**src/rtl/vga_fb_scan_if.sv**
```systemverilog
// ---------------------------------------------------------------------------
// vga_fb_scan_if
// Framebuffer read port between the scan-out engine and a synchronous-read
// RAM (BRAM port B).
//   mem_addr  ADDR_W  read address          (scan engine -> RAM)
//   mem_en    1       read enable           (scan engine -> RAM)
//   mem_data  RGB_W   read data, returned a fixed latency after mem_en
// master: scan engine side; slave: RAM side.
// ---------------------------------------------------------------------------
interface vga_fb_scan_if #(
  parameter int ADDR_W = 19,
  parameter int RGB_W  = 12
);
  logic [ADDR_W-1:0] mem_addr;
  logic              mem_en;
  logic [RGB_W-1:0]  mem_data;

  modport master (output mem_addr, output mem_en, input  mem_data);
  modport slave  (input  mem_addr, input  mem_en, output mem_data);
endinterface

```
**src/rtl/vga_fb_scan.sv**
```systemverilog
// ---------------------------------------------------------------------------
// vga_fb_scan
// VGA scan-out engine: free-running H/V timing counters, framebuffer fetch
// with optional 2^SCALE_SHIFT pixel/line replication, and a delay line that
// lines hs/vs/de up with RAM read data so all video outputs change together.
// Ports:
//   clk          pixel clock
//   rstn         asynchronous active-low reset
//   en           picture enable, sampled when a frame begins
//   fb           framebuffer read port (master side)
//   hs, vs       sync outputs, active level HS_POL / VS_POL
//   de           display enable, aligned with rgb
//   rgb          pixel colour, 0 in blanking or while the picture is off
//   frame_start  1-cycle pulse while the counters sit at (0,0)
// ---------------------------------------------------------------------------
module vga_fb_scan #(
  parameter int H_ACTIVE    = 640,
  parameter int H_FP        = 16,
  parameter int H_SYNC      = 96,
  parameter int H_BP        = 48,
  parameter int V_ACTIVE    = 480,
  parameter int V_FP        = 10,
  parameter int V_SYNC      = 2,
  parameter int V_BP        = 33,
  parameter bit HS_POL      = 1'b0,
  parameter bit VS_POL      = 1'b0,
  parameter int SCALE_SHIFT = 0,
  parameter int RGB_W       = 12,
  parameter int MEM_LAT     = 1,
  parameter int ADDR_W      = 19
) (
  input  logic             clk,
  input  logic             rstn,
  input  logic             en,
  vga_fb_scan_if.master    fb,
  output logic             hs,
  output logic             vs,
  output logic             de,
  output logic [RGB_W-1:0] rgb,
  output logic             frame_start
);

  localparam int H_TOTAL = H_ACTIVE + H_FP + H_SYNC + H_BP;
  localparam int V_TOTAL = V_ACTIVE + V_FP + V_SYNC + V_BP;
  localparam int H_W     = $clog2(H_TOTAL);
  localparam int V_W     = $clog2(V_TOTAL);
  localparam int FB_W    = H_ACTIVE >> SCALE_SHIFT;

  localparam logic [H_W-1:0] H_LAST     = H_W'(H_TOTAL - 1);
  localparam logic [V_W-1:0] V_LAST     = V_W'(V_TOTAL - 1);
  localparam logic [H_W-1:0] H_ACT      = H_W'(H_ACTIVE);
  localparam logic [V_W-1:0] V_ACT      = V_W'(V_ACTIVE);
  localparam logic [H_W-1:0] HS_FIRST   = H_W'(H_ACTIVE + H_FP);
  localparam logic [H_W-1:0] HS_LAST    = H_W'(H_ACTIVE + H_FP + H_SYNC - 1);
  localparam logic [V_W-1:0] VS_FIRST   = V_W'(V_ACTIVE + V_FP);
  localparam logic [V_W-1:0] VS_LAST    = V_W'(V_ACTIVE + V_FP + V_SYNC - 1);
  localparam logic [H_W-1:0] H_MASK     = H_W'((1 << SCALE_SHIFT) - 1);
  localparam logic [V_W-1:0] V_MASK     = V_W'((1 << SCALE_SHIFT) - 1);

  // started is low for the first edge after reset: the counters hold (0,0)
  // for one more cycle so frame_start and the first fetch are registered
  // like every later frame.
  logic             started;
  logic [H_W-1:0]   h_cnt, h_nxt;
  logic [V_W-1:0]   v_cnt, v_nxt;
  logic             run, run_nxt;
  logic [ADDR_W-1:0] line_base, line_nxt;
  logic [ADDR_W-1:0] col, col_nxt;
  logic             first_nxt, fetch_nxt;

  // Next counter position and the framebuffer row base / column for it.
  // Fetch outputs are registered from these so mem_en/mem_addr line up
  // with the counters they belong to.
  always_comb begin
    h_nxt    = '0;
    v_nxt    = '0;
    line_nxt = '0;
    col_nxt  = '0;
    if (started) begin
      if (h_cnt == H_LAST) begin
        if (v_cnt != V_LAST) begin
          v_nxt    = v_cnt + V_W'(1);
          line_nxt = line_base;
          // a framebuffer row covers 2^S screen lines
          if (v_cnt < V_ACT && (v_nxt & V_MASK) == '0)
            line_nxt = line_base + ADDR_W'(FB_W);
        end
      end else begin
        h_nxt    = h_cnt + H_W'(1);
        v_nxt    = v_cnt;
        line_nxt = line_base;
        col_nxt  = col;
        if (h_cnt < H_ACT && (h_nxt & H_MASK) == '0)
          col_nxt = col + ADDR_W'(1);
      end
    end
  end

  // run is only reloaded on entry to (0,0); the same value gates the fetch
  // of pixel (0,0), so a frame is never split between two en settings.
  assign first_nxt = (h_nxt == '0) && (v_nxt == '0);
  assign run_nxt   = first_nxt ? en : run;
  assign fetch_nxt = run_nxt && (h_nxt < H_ACT) && (v_nxt < V_ACT);

  always_ff @(posedge clk or negedge rstn) begin
    if (!rstn) begin
      started     <= 1'b0;
      h_cnt       <= '0;
      v_cnt       <= '0;
      line_base   <= '0;
      col         <= '0;
      run         <= 1'b0;
      frame_start <= 1'b0;
      fb.mem_en   <= 1'b0;
      fb.mem_addr <= '0;
    end else begin
      started     <= 1'b1;
      h_cnt       <= h_nxt;
      v_cnt       <= v_nxt;
      line_base   <= line_nxt;
      col         <= col_nxt;
      run         <= run_nxt;
      frame_start <= first_nxt;
      fb.mem_en   <= fetch_nxt;
      if (fetch_nxt)
        fb.mem_addr <= line_nxt + col_nxt;
    end
  end

  // Timing flags for the current counter position, active-high internally.
  logic hs_raw, vs_raw, de_raw;
  assign hs_raw = started && (h_cnt >= HS_FIRST) && (h_cnt <= HS_LAST);
  assign vs_raw = started && (v_cnt >= VS_FIRST) && (v_cnt <= VS_LAST);
  assign de_raw = started && (h_cnt < H_ACT) && (v_cnt < V_ACT);

  // Delay line matching the RAM read latency: {hs, vs, de, run}
  logic [3:0] pipe [MEM_LAT];
  logic [3:0] tail;

  always_ff @(posedge clk or negedge rstn) begin
    if (!rstn) begin
      for (int i = 0; i < MEM_LAT; i++)
        pipe[i] <= '0;
    end else begin
      pipe[0] <= {hs_raw, vs_raw, de_raw, run};
      for (int i = 1; i < MEM_LAT; i++)
        pipe[i] <= pipe[i-1];
    end
  end

  assign tail = pipe[MEM_LAT-1];

  always_ff @(posedge clk or negedge rstn) begin
    if (!rstn) begin
      hs  <= ~HS_POL;
      vs  <= ~VS_POL;
      de  <= 1'b0;
      rgb <= '0;
    end else begin
      hs  <= tail[3] ? HS_POL : ~HS_POL;
      vs  <= tail[2] ? VS_POL : ~VS_POL;
      de  <= tail[1];
      rgb <= (tail[1] && tail[0]) ? fb.mem_data : '0;
    end
  end

endmodule
```
**src/flat_wrapper.sv**
```systemverilog
// flat-port wrapper written by rule: the top's interface ports become plain ports
module vga_fb_scan_flat 
#(
  parameter int H_ACTIVE    = 640,
  parameter int H_FP        = 16,
  parameter int H_SYNC      = 96,
  parameter int H_BP        = 48,
  parameter int V_ACTIVE    = 480,
  parameter int V_FP        = 10,
  parameter int V_SYNC      = 2,
  parameter int V_BP        = 33,
  parameter bit HS_POL      = 1'b0,
  parameter bit VS_POL      = 1'b0,
  parameter int SCALE_SHIFT = 0,
  parameter int RGB_W       = 12,
  parameter int MEM_LAT     = 1,
  parameter int ADDR_W      = 19
)
  (clk, rstn, en, hs, vs, de, rgb, frame_start, fb_mem_addr, fb_mem_en, fb_mem_data);
  vga_fb_scan_if #(.ADDR_W(ADDR_W), .RGB_W(RGB_W)) fb_i ();
  input  logic clk;
  input  logic rstn;
  input  logic en;
  output logic hs;
  output logic vs;
  output logic de;
  output logic [RGB_W-1:0] rgb;
  output logic frame_start;
  output wire logic [$bits(fb_i.mem_addr)-1:0] fb_mem_addr;
  output wire logic [$bits(fb_i.mem_en)-1:0] fb_mem_en;
  input wire logic [$bits(fb_i.mem_data)-1:0] fb_mem_data;
  assign fb_mem_addr = fb_i.mem_addr;
  assign fb_mem_en = fb_i.mem_en;
  assign fb_i.mem_data = fb_mem_data;
  vga_fb_scan #(.H_ACTIVE(H_ACTIVE), .H_FP(H_FP), .H_SYNC(H_SYNC), .H_BP(H_BP), .V_ACTIVE(V_ACTIVE), .V_FP(V_FP), .V_SYNC(V_SYNC), .V_BP(V_BP), .HS_POL(HS_POL), .VS_POL(VS_POL), .SCALE_SHIFT(SCALE_SHIFT), .RGB_W(RGB_W), .MEM_LAT(MEM_LAT), .ADDR_W(ADDR_W)) u_core (.clk(clk), .rstn(rstn), .en(en), .fb(fb_i), .hs(hs), .vs(vs), .de(de), .rgb(rgb), .frame_start(frame_start));
endmodule
```
**config.mk**
```make
export PLATFORM = sky130hd
export DESIGN_NAME = vga_fb_scan_flat
export DESIGN_NICKNAME = d
export VERILOG_FILES = /design/src/rtl/vga_fb_scan_if.sv /design/src/rtl/vga_fb_scan.sv /design/src/flat_wrapper.sv
export SDC_FILE = /design/constraint.sdc
export NUM_CORES = 1
export LEC_CHECK = 0
export ABC_CLOCK_PERIOD_IN_PS = 8150
export CAP_MARGIN = 40
export CORE_MARGIN = 4
export CORE_UTILIZATION = 34
export CTS_CLUSTER_DIAMETER = 50
export DETAILED_ROUTE_END_ITERATION = 6
export GPL_ROUTABILITY_DRIVEN = 0
export MAX_ROUTING_LAYER = met4
export PLACE_DENSITY_LB_ADDON = 0.1
export SYNTH_ARGS = -nofsm -noshare
export SYNTH_HDL_FRONTEND = slang
export SYNTH_SLANG_ARGS = --single-unit
export TNS_END_PERCENT = 100
```
**constraint.sdc**
```tcl
create_clock -name clk -period 8.15 [get_ports clk]
set_clock_uncertainty 0.05 [all_clocks]
set_input_delay 0.815 -clock clk [delete_from_list [all_inputs] [get_ports clk]]
set_output_delay 0.815 -clock clk [all_outputs]
set_load 0.05 [all_outputs]
```
Word level (Yosys, flattened, before mapping)
Cells that the tools add are included.

operators by class
  add/subtract/negate cells = 5
  order comparisons = 8
  equality and inequality tests = 2
  multiplexer cells = 16
  reductions and logical operators = 12

operator list
  cell                    count
  $mux 19                 7
  $mux 10                 5
  $add 10x1->10 const B   2
  $logic_not 10->1        2
  $lt 10x10->1 const B    2
  $lt 10x9->1 const B     2
  $add 19x1->19 const B   1
  $add 19x10->19 const B  1
  $add 19x19->19          1
  $mux 12                 1
  $eq 10x10->1 const B    1
  $ge 10x10->1 const B    1
  $ge 10x9->1 const B     1
  $le 10x10->1 const B    1
  $le 10x9->1 const B     1
  $logic_and 1x1->1       10
  $ne 10x10->1 const B    1
  $mux 1                  3

storage, ports and cells
  register bits = 100
  bits of input ports = 15
  output and inout bits = 36
  logic and storage cells = 57

Logic depth before layout (Yosys ltp)
  depth after elaboration = 9
  depth in mapped cells = 18
  gate-level depth less buffers = 17

Worst setup path after synthesis
No wires, ideal clock.

  path type = flip-flop to flip-flop
  start point = register u_core.h_cnt[0]
  end point = register u_core.fb.mem_addr[18]
  setup time = 125 ps
  arrival time = 3,897 ps
  data required time = 7,975 ps
  setup slack = 4,078 ps
  stages on the path, launching flop included = 17
  buffers on the path = 2
  period minus slack after synthesis = 4,072 ps
  path through = dfrtp_1 ha_1 and4_1 nand3_1 o21ai_1 clkbuf_8 clkbuf_1 nor2_1 ha_1 and3_1 a221o_1 a31oi_1 o21ai_0 o41ai_1 o21ai_0 xnor2_1 mux2_4

between the ends
  elaborated cells between the ends (all ways) = 21
  those cells by class = 2 x add/sub; 3 x order compare; 1 x eq/ne; 10 x mux; 5 x reduce/logical

RTL lines
  element                       line                  source
  from (decl)                   vga_fb_scan.sv:64     logic [H_W-1:0] h_cnt, h_nxt;
  from (signal assigned)        vga_fb_scan.sv:118    h_cnt <= h_nxt;
  $eq 10x10->1                  vga_fb_scan.sv:80     if (h_cnt == H_LAST) begin
  $mux 19                       vga_fb_scan.sv:80
  $mux 19                       vga_fb_scan.sv:79     if (started) begin
  named net u_core.line_nxt[7]  vga_fb_scan.sv:67     logic [ADDR_W-1:0] line_base, line_nxt;
  $add 19x19->19                vga_fb_scan.sv:126    fb.mem_addr <= line_nxt + col_nxt;
  to (signal assigned)          vga_fb_scan.sv:126
  to (decl)                     vga_fb_scan_if.sv:18  modport master (output mem_addr, output mem_en, input mem_data);

The timed path passes the listed nets, and every way through them passes these cells.
A chain may end at the register's enable or synchronous reset.

Worst setup path after layout
Same ends and word-level chain as after synthesis.

==> flow_metrics.py <==
metrics = {
    "timing": {
        "slew-limit-headroom": 0.518,
        "worstMarginPinSlew_ns": 0.707,
        "worst_slack_ns": 3.27,
        "fin_crit_ns": 4.88,
        "tns_ns": 0,
        "hold_viol_final": 0,
        "fin_crit_sh": 0.599,
        "slew_viol_final": 0,
        "holdWs_ns": 0.313,
        "clock.fmax_mhz": 205,
        "setup_viol": 0,
        "rsz0062_at_grt": "no",
    },
    "drt": {
        "routed_wl_um": 11700,
        "wl_per_cell_um": 14.9,
        "drcViolationCount": 0,
        "drt_iter0_drc": 257,
        "detail_route.first_pass.iterations": 4,
        "viasPerCell": 4.95,
        "drtAntennaViolNets": 0,
        "vias": 3888,
    },
    "min_path": {
        "min-delay-start": "u_core.pipe[2]",
        "hold_path_class": "reg2reg",
        "hold_end": "u_core.vs",
        "holdPathStages": 1,
    },
    "synthesis": {
        "synth-seq-cells": 100,
        "synthSimpleGateAreaFrac": 0.209,
        "post_synth.cell_area_avg_um2": 10.5,
        "synth_compound_area_frac": 0.0803,
        "synth_edf_count": 0,
        "synth.distinct_cells": 65,
        "ys_warn_count": 0,
        "ys_seq_area_frac": 0.457,
        "synth_top_family_by_area": "simple AND/OR/NAND/NOR gates",
        "synth_xor_xnor_area_share": 0.0894,
        "syn_nets": 561,
        "postSynthCellCount": 521,
        "synthFlopType": "dfrtp_1",
        "synthAdderAreaFrac": 0.0584,
        "syn_area_um2": 5480,
        "async_flop_share": 1.00,
        "synthMuxAreaShare": 0.0650,
    },
    "global_route": {
        "grt_pass1_wl_um": 19900,
        "gr-usage-all-layers": 0.139,
        "grt_pass1_vias": 3892,
        "antenna_found_initial": 0,
        "grt-ovfl-total": 0,
        "grt_max_degree": 40,
    },
    "clock_tree": {
        "ctsResizeCount": 0,
        "h-tree-depth": 3,
        "clkTransAtPathRegs_ns": 0.07,
        "cts_hold_buf": 0,
        "numCtsBuffers": 9,
        "clock-sinks": 100,
        "tritoncts": "yes",
        "clock_path_buffers": 2,
        "cts-root-buf": "clkbuf_16",
        "post_cts_buffers": 0,
        "clk_latency_ns": 0.35,
    },
    "layout": {
        "layout_commonest_cell": "dfrtp_1",
        "instances_no_fill": 786,
        "drive_gt1_frac": 0.109,
        "most-common-layout-cells": "dfrtp_1, nor2_1, clkdlybuf4s50_1",
        "antenna_cells": 0,
        "utilization": 0.407,
        "final_nets": 606,
        "synthToLayoutAreaGrowth_pct": 17.6,
        "design_area_um2": 6450,
    },
    "critical_path": {
        "required_ns": 8.34,
        "crit_type": "reg2reg",
        "r2r_cells": 15,
        "rrSetupSlack_ns": 3.27,
        "startpoint_type": "flop",
        "endpoint_kind": "flop",
        "r2r-end": "u_core.fb.mem_addr[18]",
        "startpoint": "u_core.h_cnt[0]",
        "r2r-start": "u_core.h_cnt[0]",
        "cp.arrival_ns": 5.07,
        "critPathMaxFanout": 11,
    },
    "floorplan": {
        "core_um2": 15800,
        "ios": 51,
        "die_h_um": 135,
        "die_w_um": 135,
        "initial_utilization": 0.346,
        "dieArea_um2": 18200,
        "placementRows": 46,
    },
    "placed_design": {
        "hpwl_um": 8340,
        "post_dp_cell_area_um2": 6180,
        "portBuffers": 50,
        "dp.cells": 771,
        "dp_slack_ns": 3.31,
    },
    "pwr": {
        "power_density_nw_per_um2": 159,
        "irDropWorstVdd_v": 0.0000938,
        "p_total_mw": 1.03,
        "p_leak_nw": 2.88,
    },
    "run": {
        "drv_cap": 0,
    },
    "outcome": {
        "outcome": "completed",
    },
}
==> worst max path at each step <==
| stage | slack, ns | endpoint |
|---|---|---|
| after CTS | 3.26 | u_core.fb.mem_addr[18] |
| after floorplan | 4.08 | u_core.fb.mem_addr[18] |
| final | 3.27 | u_core.fb.mem_addr[18] |
| after global routing | 2.87 | u_core.fb.mem_addr[18] |
| after global placement | 3.25 | u_core.fb.mem_addr[18] |
| after detailed placement | 3.31 | u_core.fb.mem_addr[18] |
==> kinds of logic (layout without fill, tap and decap cells) <==
kind of cell | Yosys count | count (layout)
AO/OA/AOI/OAI | 70 | 70
XOR/XNOR | 56 | 56
adder cells (fa/ha/maj) | 25 | 25
buffers and inverters | 37 | 86
flip-flops | 100 | 100
multiplexers | 26 | 26
other | 1 | 1
AND/OR/NAND/NOR | 206 | 206
==> worst max-delay path: stages (launching register included) <==
cell and delay [ns]:
dfrtp_1 0.45, ha_1 0.32, and4_1 0.28, nand3_1 0.34
nor3_1 0.53, o211ai_1 0.39, or3_1 0.41, a21oi_1 0.22
ha_1 0.34, and3_1 0.18, a21oi_1 0.11, o21ai_0 0.13
o41ai_1 0.42, o21ai_0 0.19, xnor2_1 0.15, mux2_4 0.26
==> power breakdown <==
part           total [mW]  leakage (nW)  switching (mW)  internal [mW]
Sequential          0.517          1.36         0.00971          0.507
Combinational       0.104          1.39          0.0628         0.0413
Clock               0.405         0.134           0.196          0.209
==> cell type report <==
cell class | count | area (um2)
multi-input cells | 384 | 2770
flip-flops and latches | 100 | 2500
fillers | 1542 | 9380
clock buffers | 9 | 225
clock inverters | 6 | 46.3
repair buffers | 55 | 576
inverters | 16 | 60.1
well taps | 216 | 270
==> cells in the mapped netlist, types with 4 or more instances <==
master    instances  area share
o21ai_0          16       0.015
nor2_1           52       0.036
and2_1           15       0.017
mux2_4           18       0.049
and4_1            4      0.0064
nor3_1            9      0.0082
xor2_1           26       0.042
and3_1           24       0.027
ha_1             24       0.055
clkbuf_1          8      0.0055
or3_1             8      0.0091
nand3_1          25       0.023
a21oi_1          26       0.024
buf_6             6       0.012
inv_1            16       0.011
nand2_1          29       0.020
xnor2_1          30       0.048
dfrtp_1          98        0.45
mux2i_1           5      0.0091
nand4_1          11       0.013
nand2b_1          5      0.0057
==> state kept, by name, summed over array words and instances, names as in the netlist <==
signal / count
u_core.run: 1
u_core.col: 19
u_core.frame_start: 1
u_core.fb.mem_en: 1
u_core.line_base: 19
u_core.fb.mem_addr: 19
u_core.started: 1
u_core.v_cnt: 10
u_core.pipe: 4
u_core.h_cnt: 10
u_core.vs: 1
u_core.hs: 1
u_core.de: 1
u_core.rgb: 12
==> metal layers <==
| layer | vias up | share of wire | global-route usage |
|---|---|---|---|
| met2 | 98 | 0.44 | 0.212 |
| li1 | 1909 | - | - |
| met5 | - | 0 | - |
| met4 | 0 | 0.0085 | 0.0269 |
| met1 | 1875 | 0.51 | 0.190 |
| met3 | 6 | 0.044 | 0.0369 |
Note: power is estimated with default switching activity, not from simulation.
